File: config.mk
export PLATFORM = sky130hd
export DESIGN_NAME = func2_sweep_ctrl
export DESIGN_NICKNAME = d
export VERILOG_FILES = /design/src/rtl/func2_sweep_ctrl.sv
export SDC_FILE = /design/constraint.sdc
export NUM_CORES = 1
export LEC_CHECK = 0
export BUFFER_PORTS_ARGS = -buffer_cell sky130_fd_sc_hd__buf_2
export CORE_MARGIN = 10
export CORE_UTILIZATION = 55
export DETAILED_ROUTE_END_ITERATION = 16
export GPL_TIMING_DRIVEN = 1
export PLACE_DENSITY = 0.93
export SETUP_SLACK_MARGIN = 0.4
export SYNTH_ARGS = -nofsm -noshare
export SYNTH_HDL_FRONTEND = slang
export SYNTH_SLANG_ARGS = --single-unit
File: constraint.sdc
create_clock -name clk -period 3.2 [get_ports clk]
set_clock_uncertainty 0.05 [all_clocks]
set_input_delay 0.16 -clock clk [delete_from_list [all_inputs] [get_ports clk]]
set_output_delay 0.16 -clock clk [all_outputs]
set_load 0.03 [all_outputs]
File: src/rtl/func2_sweep_ctrl.sv
// Sweeps a programmable range of the 32 func2 input vectors, captures y per
// vector into a truth table and counts mismatches against a golden table.
module func2_sweep_ctrl #(
    parameter int unsigned SETTLE = 1
) (
    input  logic        clk,
    input  logic        rst,
    input  logic        start,
    input  logic [4:0]  first,
    input  logic [4:0]  last,
    input  logic [31:0] expected,
    output logic        a,
    output logic        b,
    output logic        c,
    output logic        d,
    output logic        e,
    input  logic        y,
    output logic        busy,
    output logic        done,
    output logic [31:0] table_out,
    output logic [5:0]  mismatch_cnt,
    output logic        fail_valid,
    output logic [4:0]  first_fail
);

    typedef enum logic [1:0] {
        S_IDLE,
        S_WAIT,
        S_SAMPLE,
        S_DONE
    } state_t;

    localparam logic [3:0] SETTLE_LD = 4'(SETTLE);

    state_t      state;
    state_t      state_nxt;
    logic [4:0]  vec;
    logic [4:0]  last_q;
    logic [31:0] expected_q;
    logic [3:0]  settle_cnt;
    logic        y_wrong;

    // State register
    always_ff @(posedge clk) begin
        if (rst) begin
            state <= S_IDLE;
        end else begin
            state <= state_nxt;
        end
    end

    // Next-state and status outputs
    always_comb begin
        state_nxt = state;
        busy      = 1'b0;
        done      = 1'b0;
        case (state)
            S_IDLE: begin
                if (start) begin
                    state_nxt = S_WAIT;
                end
            end
            S_WAIT: begin
                busy = 1'b1;
                if (settle_cnt == 4'd0) begin
                    state_nxt = S_SAMPLE;
                end
            end
            S_SAMPLE: begin
                busy = 1'b1;
                if (vec == last_q) begin
                    state_nxt = S_DONE;
                end else begin
                    state_nxt = S_WAIT;
                end
            end
            S_DONE: begin
                done      = 1'b1;
                state_nxt = S_IDLE;
            end
            default: state_nxt = S_IDLE;
        endcase
    end

    assign y_wrong = (y != expected_q[vec]);

    // Sweep datapath; the vector register wraps naturally at 5 bits so
    // first > last sweeps through 31 -> 0
    always_ff @(posedge clk) begin
        if (rst) begin
            vec          <= 5'd0;
            last_q       <= 5'd0;
            expected_q   <= 32'd0;
            settle_cnt   <= 4'd0;
            table_out    <= 32'd0;
            mismatch_cnt <= 6'd0;
            fail_valid   <= 1'b0;
            first_fail   <= 5'd0;
        end else begin
            case (state)
                S_IDLE: begin
                    if (start) begin
                        vec          <= first;
                        last_q       <= last;
                        expected_q   <= expected;
                        settle_cnt   <= SETTLE_LD;
                        table_out    <= 32'd0;
                        mismatch_cnt <= 6'd0;
                        fail_valid   <= 1'b0;
                        first_fail   <= 5'd0;
                    end
                end
                S_WAIT: begin
                    if (settle_cnt != 4'd0) begin
                        settle_cnt <= settle_cnt - 4'd1;
                    end
                end
                S_SAMPLE: begin
                    table_out[vec] <= y;
                    if (y_wrong) begin
                        mismatch_cnt <= mismatch_cnt + 6'd1;
                        if (!fail_valid) begin
                            first_fail <= vec;
                            fail_valid <= 1'b1;
                        end
                    end
                    if (vec != last_q) begin
                        vec        <= vec + 5'd1;
                        settle_cnt <= SETTLE_LD;
                    end
                end
                default: begin
                end
            endcase
        end
    end

    assign a = vec[4];
    assign b = vec[3];
    assign c = vec[2];
    assign d = vec[1];
    assign e = vec[0];

endmodule

==> key figures <==
Status
  – Status: finished, violations left
  – Failing checks: hold timing

Place
  – Placer Congestion: 0.857
  – Number of buffers added on ports: 96
  – HPWL after DPL: 8.91 mm
  – DP Worst Slack: 626 ps

Pwr
  – Max VDD drop: 0.000429 V
  – LEAKAGE: 2.24 nW
  – Power Density: 699 nW/um^2

Worst setup path
  – Worst reg2reg path depth: 7
  – CP Launch Type: flop
  – CP Capture Type: flop
  – CP Class: flop to flop
  – R2R Path End: first_fail[1]
  – Reg2reg start: vec[2]
  – Slowest stage cell on the critical path: dfxtp_1
  – Critical Path Fanout Max: 15
  – CP Data Required Time: 3450 ps
  – Flop2flop setup slack: 560 ps
  – Critical path cell sequence: or3b_1, o22ai_1, nor3_1, o22a_2, mux2i_2, or4_1, a31oi_1
  – Crit path largest cell delay: 660 ps
  – Worst Path Arrival: 2890 ps

Die
  – Die Y: 110 um
  – Row count: 32
  – Initial Util: 57.1%
  – Total die area: 12,100 um^2
  – DIE WIDTH: 110 um
  – CORE AREA: 7810 um^2
  – # IOs: 97

GRT
  – Vias in the first global route: 4,424
  – Largest net degree at the start of global routing: 47
  – Total GRT Usage: 22.3%
  – Antenna violations before repair: 0
  – First-pass GRT wire length: 21.8 mm
  – GRT overflow: 0

Timing
  – Worst Tran Pin Value: 925 ps
  – Final min period: 2640 ps
  – Final worst slack: 560 ps
  – Setup Viol. Count Final: 0
  – Final Hold Vio Count: 1
  – Pins over their slew limit: 0
  – Setup TNS: 0 ps
  – Fmax: 379 MHz
  – RSZ-0062 raised after global routing: false
  – Hold slack: -13.2 ps
  – Normalized max-slew margin: 38.2%
  – Final Cycle Share: 82.5%

Worst hold path
  – Min-delay src: last[1]
  – Hold depth: 3
  – Hold Crit Class: input pin to flop
  – Worst Hold Endpoint: last_q[1]

Detailed routing
  – Remaining DRCs: 0
  – Via count: 4,597
  – WL/cell: 16.9 um
  – Post-Route WL: 13.4 mm
  – Initial drt markers: 385
  – Via/cell ratio: 5.78
  – Pre-Repair DR Iteration Count: 5
  – Detail Route Antenna Nets: 0

CTS
  – Total CTS buffers: 9
  – Postcts setup bufs: 0
  – Worst skew pair latency: 390 ps
  – # clock sinks: 92
  – Clock Pin Slew Worst Setup and Hold Paths: 100 ps
  – CTS Buffer Depth: 2
  – H-tree levels: 3
  – Root Buffer: clkbuf_8
  – CTS tree: built

Job
  – Max-Cap Viols: 0

Finish
  – Total of fill cells in the finished design: 591
  – Area growth from synthesis to layout: 23.6%
  – Layout cells sized above 1: 19.0%
  – Antenna Cells: 0
  – Nets: 748

Logic synthesis
  – Yosys reg bits: 92
  – Synth cell types: 44
  – Syn nets: 641
  – Number of synthesized flops with an enable pin: 0
  – Mapped cell area: 4460 um^2
  – Synth warn: 0
  – Seq/Total Area, Yosys: 41.3%
  – Dominant synthesized flop cell: dfxtp_1
  – Mean post-synth cell area: 7.66 um^2
  – Post-Syn Instances: 582
  – Ys async rst share: 0%
## worst max-delay path: cells and delay by family, from the launching register on
kind / cells / cell delay [ps]
compound gates: 3 / 680
flops: 1 / 660
mux: 1 / 230
simple gates: 3 / 940
## placed cells by master, fill, tap and decap left out, drive strengths merged, types with 2 or more instances in the layout
| cell type | Yosys | final |
|---|---|---|
| nand3 | 14 | 14 |
| nor4 | 2 | 2 |
| a222oi | 2 | 2 |
| mux2i | 19 | 19 |
| o22ai | 7 | 7 |
| a21o | 4 | 4 |
| nand3b | 5 | 5 |
| dfxtp | 92 | 92 |
| inv | 9 | 12 |
| nor2 | 18 | 18 |
| nor3 | 13 | 13 |
| nand2 | 126 | 126 |
| a211oi | 6 | 6 |
| dlygate4sd3 | 0 | 36 |
| clkinvlp | 0 | 2 |
| nor2b | 4 | 4 |
| and3 | 6 | 6 |
| ha | 13 | 13 |
| a21oi | 111 | 111 |
| a31oi | 8 | 8 |
| xnor2 | 2 | 2 |
| a311oi | 2 | 2 |
| or3b | 5 | 5 |
| clkinv | 0 | 2 |
| and2 | 5 | 5 |
| buf | 13 | 109 |
| or3 | 2 | 2 |
| o21ai | 36 | 36 |
| or4 | 3 | 3 |
| nor3b | 5 | 5 |
| xor2 | 4 | 4 |
| clkbuf | 36 | 9 |
## per-layer routing
| metal | global-route usage [%] | part of all wire, % | vias up |
|---|---|---|---|
| li1 | - | - | 2224 |
| met4 | 6.97 | 1.1 | 0 |
| met5 | 0 | 0 | - |
| met3 | 6.73 | 8.5 | 14 |
| met2 | 37.9 | 50 | 217 |
| met1 | 26.5 | 41 | 2142 |
## worst max-delay path by stage
| stage | cells after the start | slack, ps | to | from |
|---|---|---|---|---|
| 3_3_place_gp | 7 | 810 | first_fail[0] | vec[2] |
| 4_1_cts | 7 | 600 | first_fail[1] | vec[2] |
| 3_5_place_dp | 7 | 630 | first_fail[0] | vec[2] |
| 6_report | 7 | 560 | first_fail[1] | vec[2] |
| 5_1_grt | 7 | 420 | first_fail[2] | vec[2] |
| 2_1_floorplan | 8 | 800 | first_fail[0] | vec[4] |
## through the flow
stage / power (mW) / area, um^2 / hold slack (ps) / instances / util [%]
floorplan: 2.63 / 4460 / 246 / 582 / -
global placement: 2.95 / 4960 / 352 / 744 / 63.5
detailed placement: 3.03 / 4960 / 359 / 744 / 63.5
CTS: 3.82 / 5510 / 3.22 / 796 / 70.6
global route: 4.09 / 5510 / 20.2 / 796 / 70.6
finish: 3.85 / 5510 / -13.2 / 796 / 70.6
## Yosys cell counts (all sizes together) (3+ instances only)
library cell    n  area [um^2]
nand2         126          473
a21oi         111          556
dfxtp          92         1840
clkbuf         36          135
o21ai          36          180
mux2i          19          194
nor2           18         67.6
nand3          14         70.1
buf            13         70.1
ha             13          163
nor3           13         75.1
inv             9         33.8
a31oi           8         50.1
o22ai           7         43.8
a211oi          6         45.0
and3            6         37.5
and2            5         31.3
nand3b          5         37.5
nor3b           5         37.5
or3b            5         43.8
a21o            4         30.0
nor2b           4         25.0
xor2            4         35.0
or4             3         22.5
## cells by family after synthesis
logic type | after synthesis | share of synthesized area [%]
simple gates | 212 | 21.8
compound gates | 182 | 22.3
flops | 92 | 41.3
buf+inv | 58 | 5.36
mux | 19 | 4.35
fa+ha+maj | 13 | 3.65
xor+xnor | 6 | 1.18
## report_power, final
part / total, mW / leakage, nW / switching (mW) / internal (mW)
registers: 1.44 / 0.748 / 0.153 / 1.29
clock network: 0.768 / 0.0911 / 0.468 / 0.301
logic: 1.64 / 1.40 / 1.08 / 0.565
total: 3.85 / 2.24 / 1.70 / 2.16
## cell type report
type	instances	area, um^2	share of cell area, %
multi-input combinational	432	2380	43.1
sequential	92	1840	33.4
timing repair buffer	145	938	17.0
tap	102	128	2.32
clock buffer	9	124	2.25
clock inverter	7	68.8	1.25
inverter	9	33.8	0.613
## registers in the layout, indices dropped and copies added (netlist names)
| signal | count |
|---|---|
| expected_q | 32 |
| table_out | 32 |
| mismatch_cnt | 6 |
| first_fail | 5 |
| last_q | 5 |
| vec | 5 |
| settle_cnt | 4 |
| state | 2 |
| fail_valid | 1 |
## timing repair
item                                   in CTS  in global routing
hold buffers                               36                  0
endpoints found under the hold margin      36                  0
setup endpoints to repair                   0                  1
gates resized for setup                     0                  1
Power figures use the tool's default switching activity.
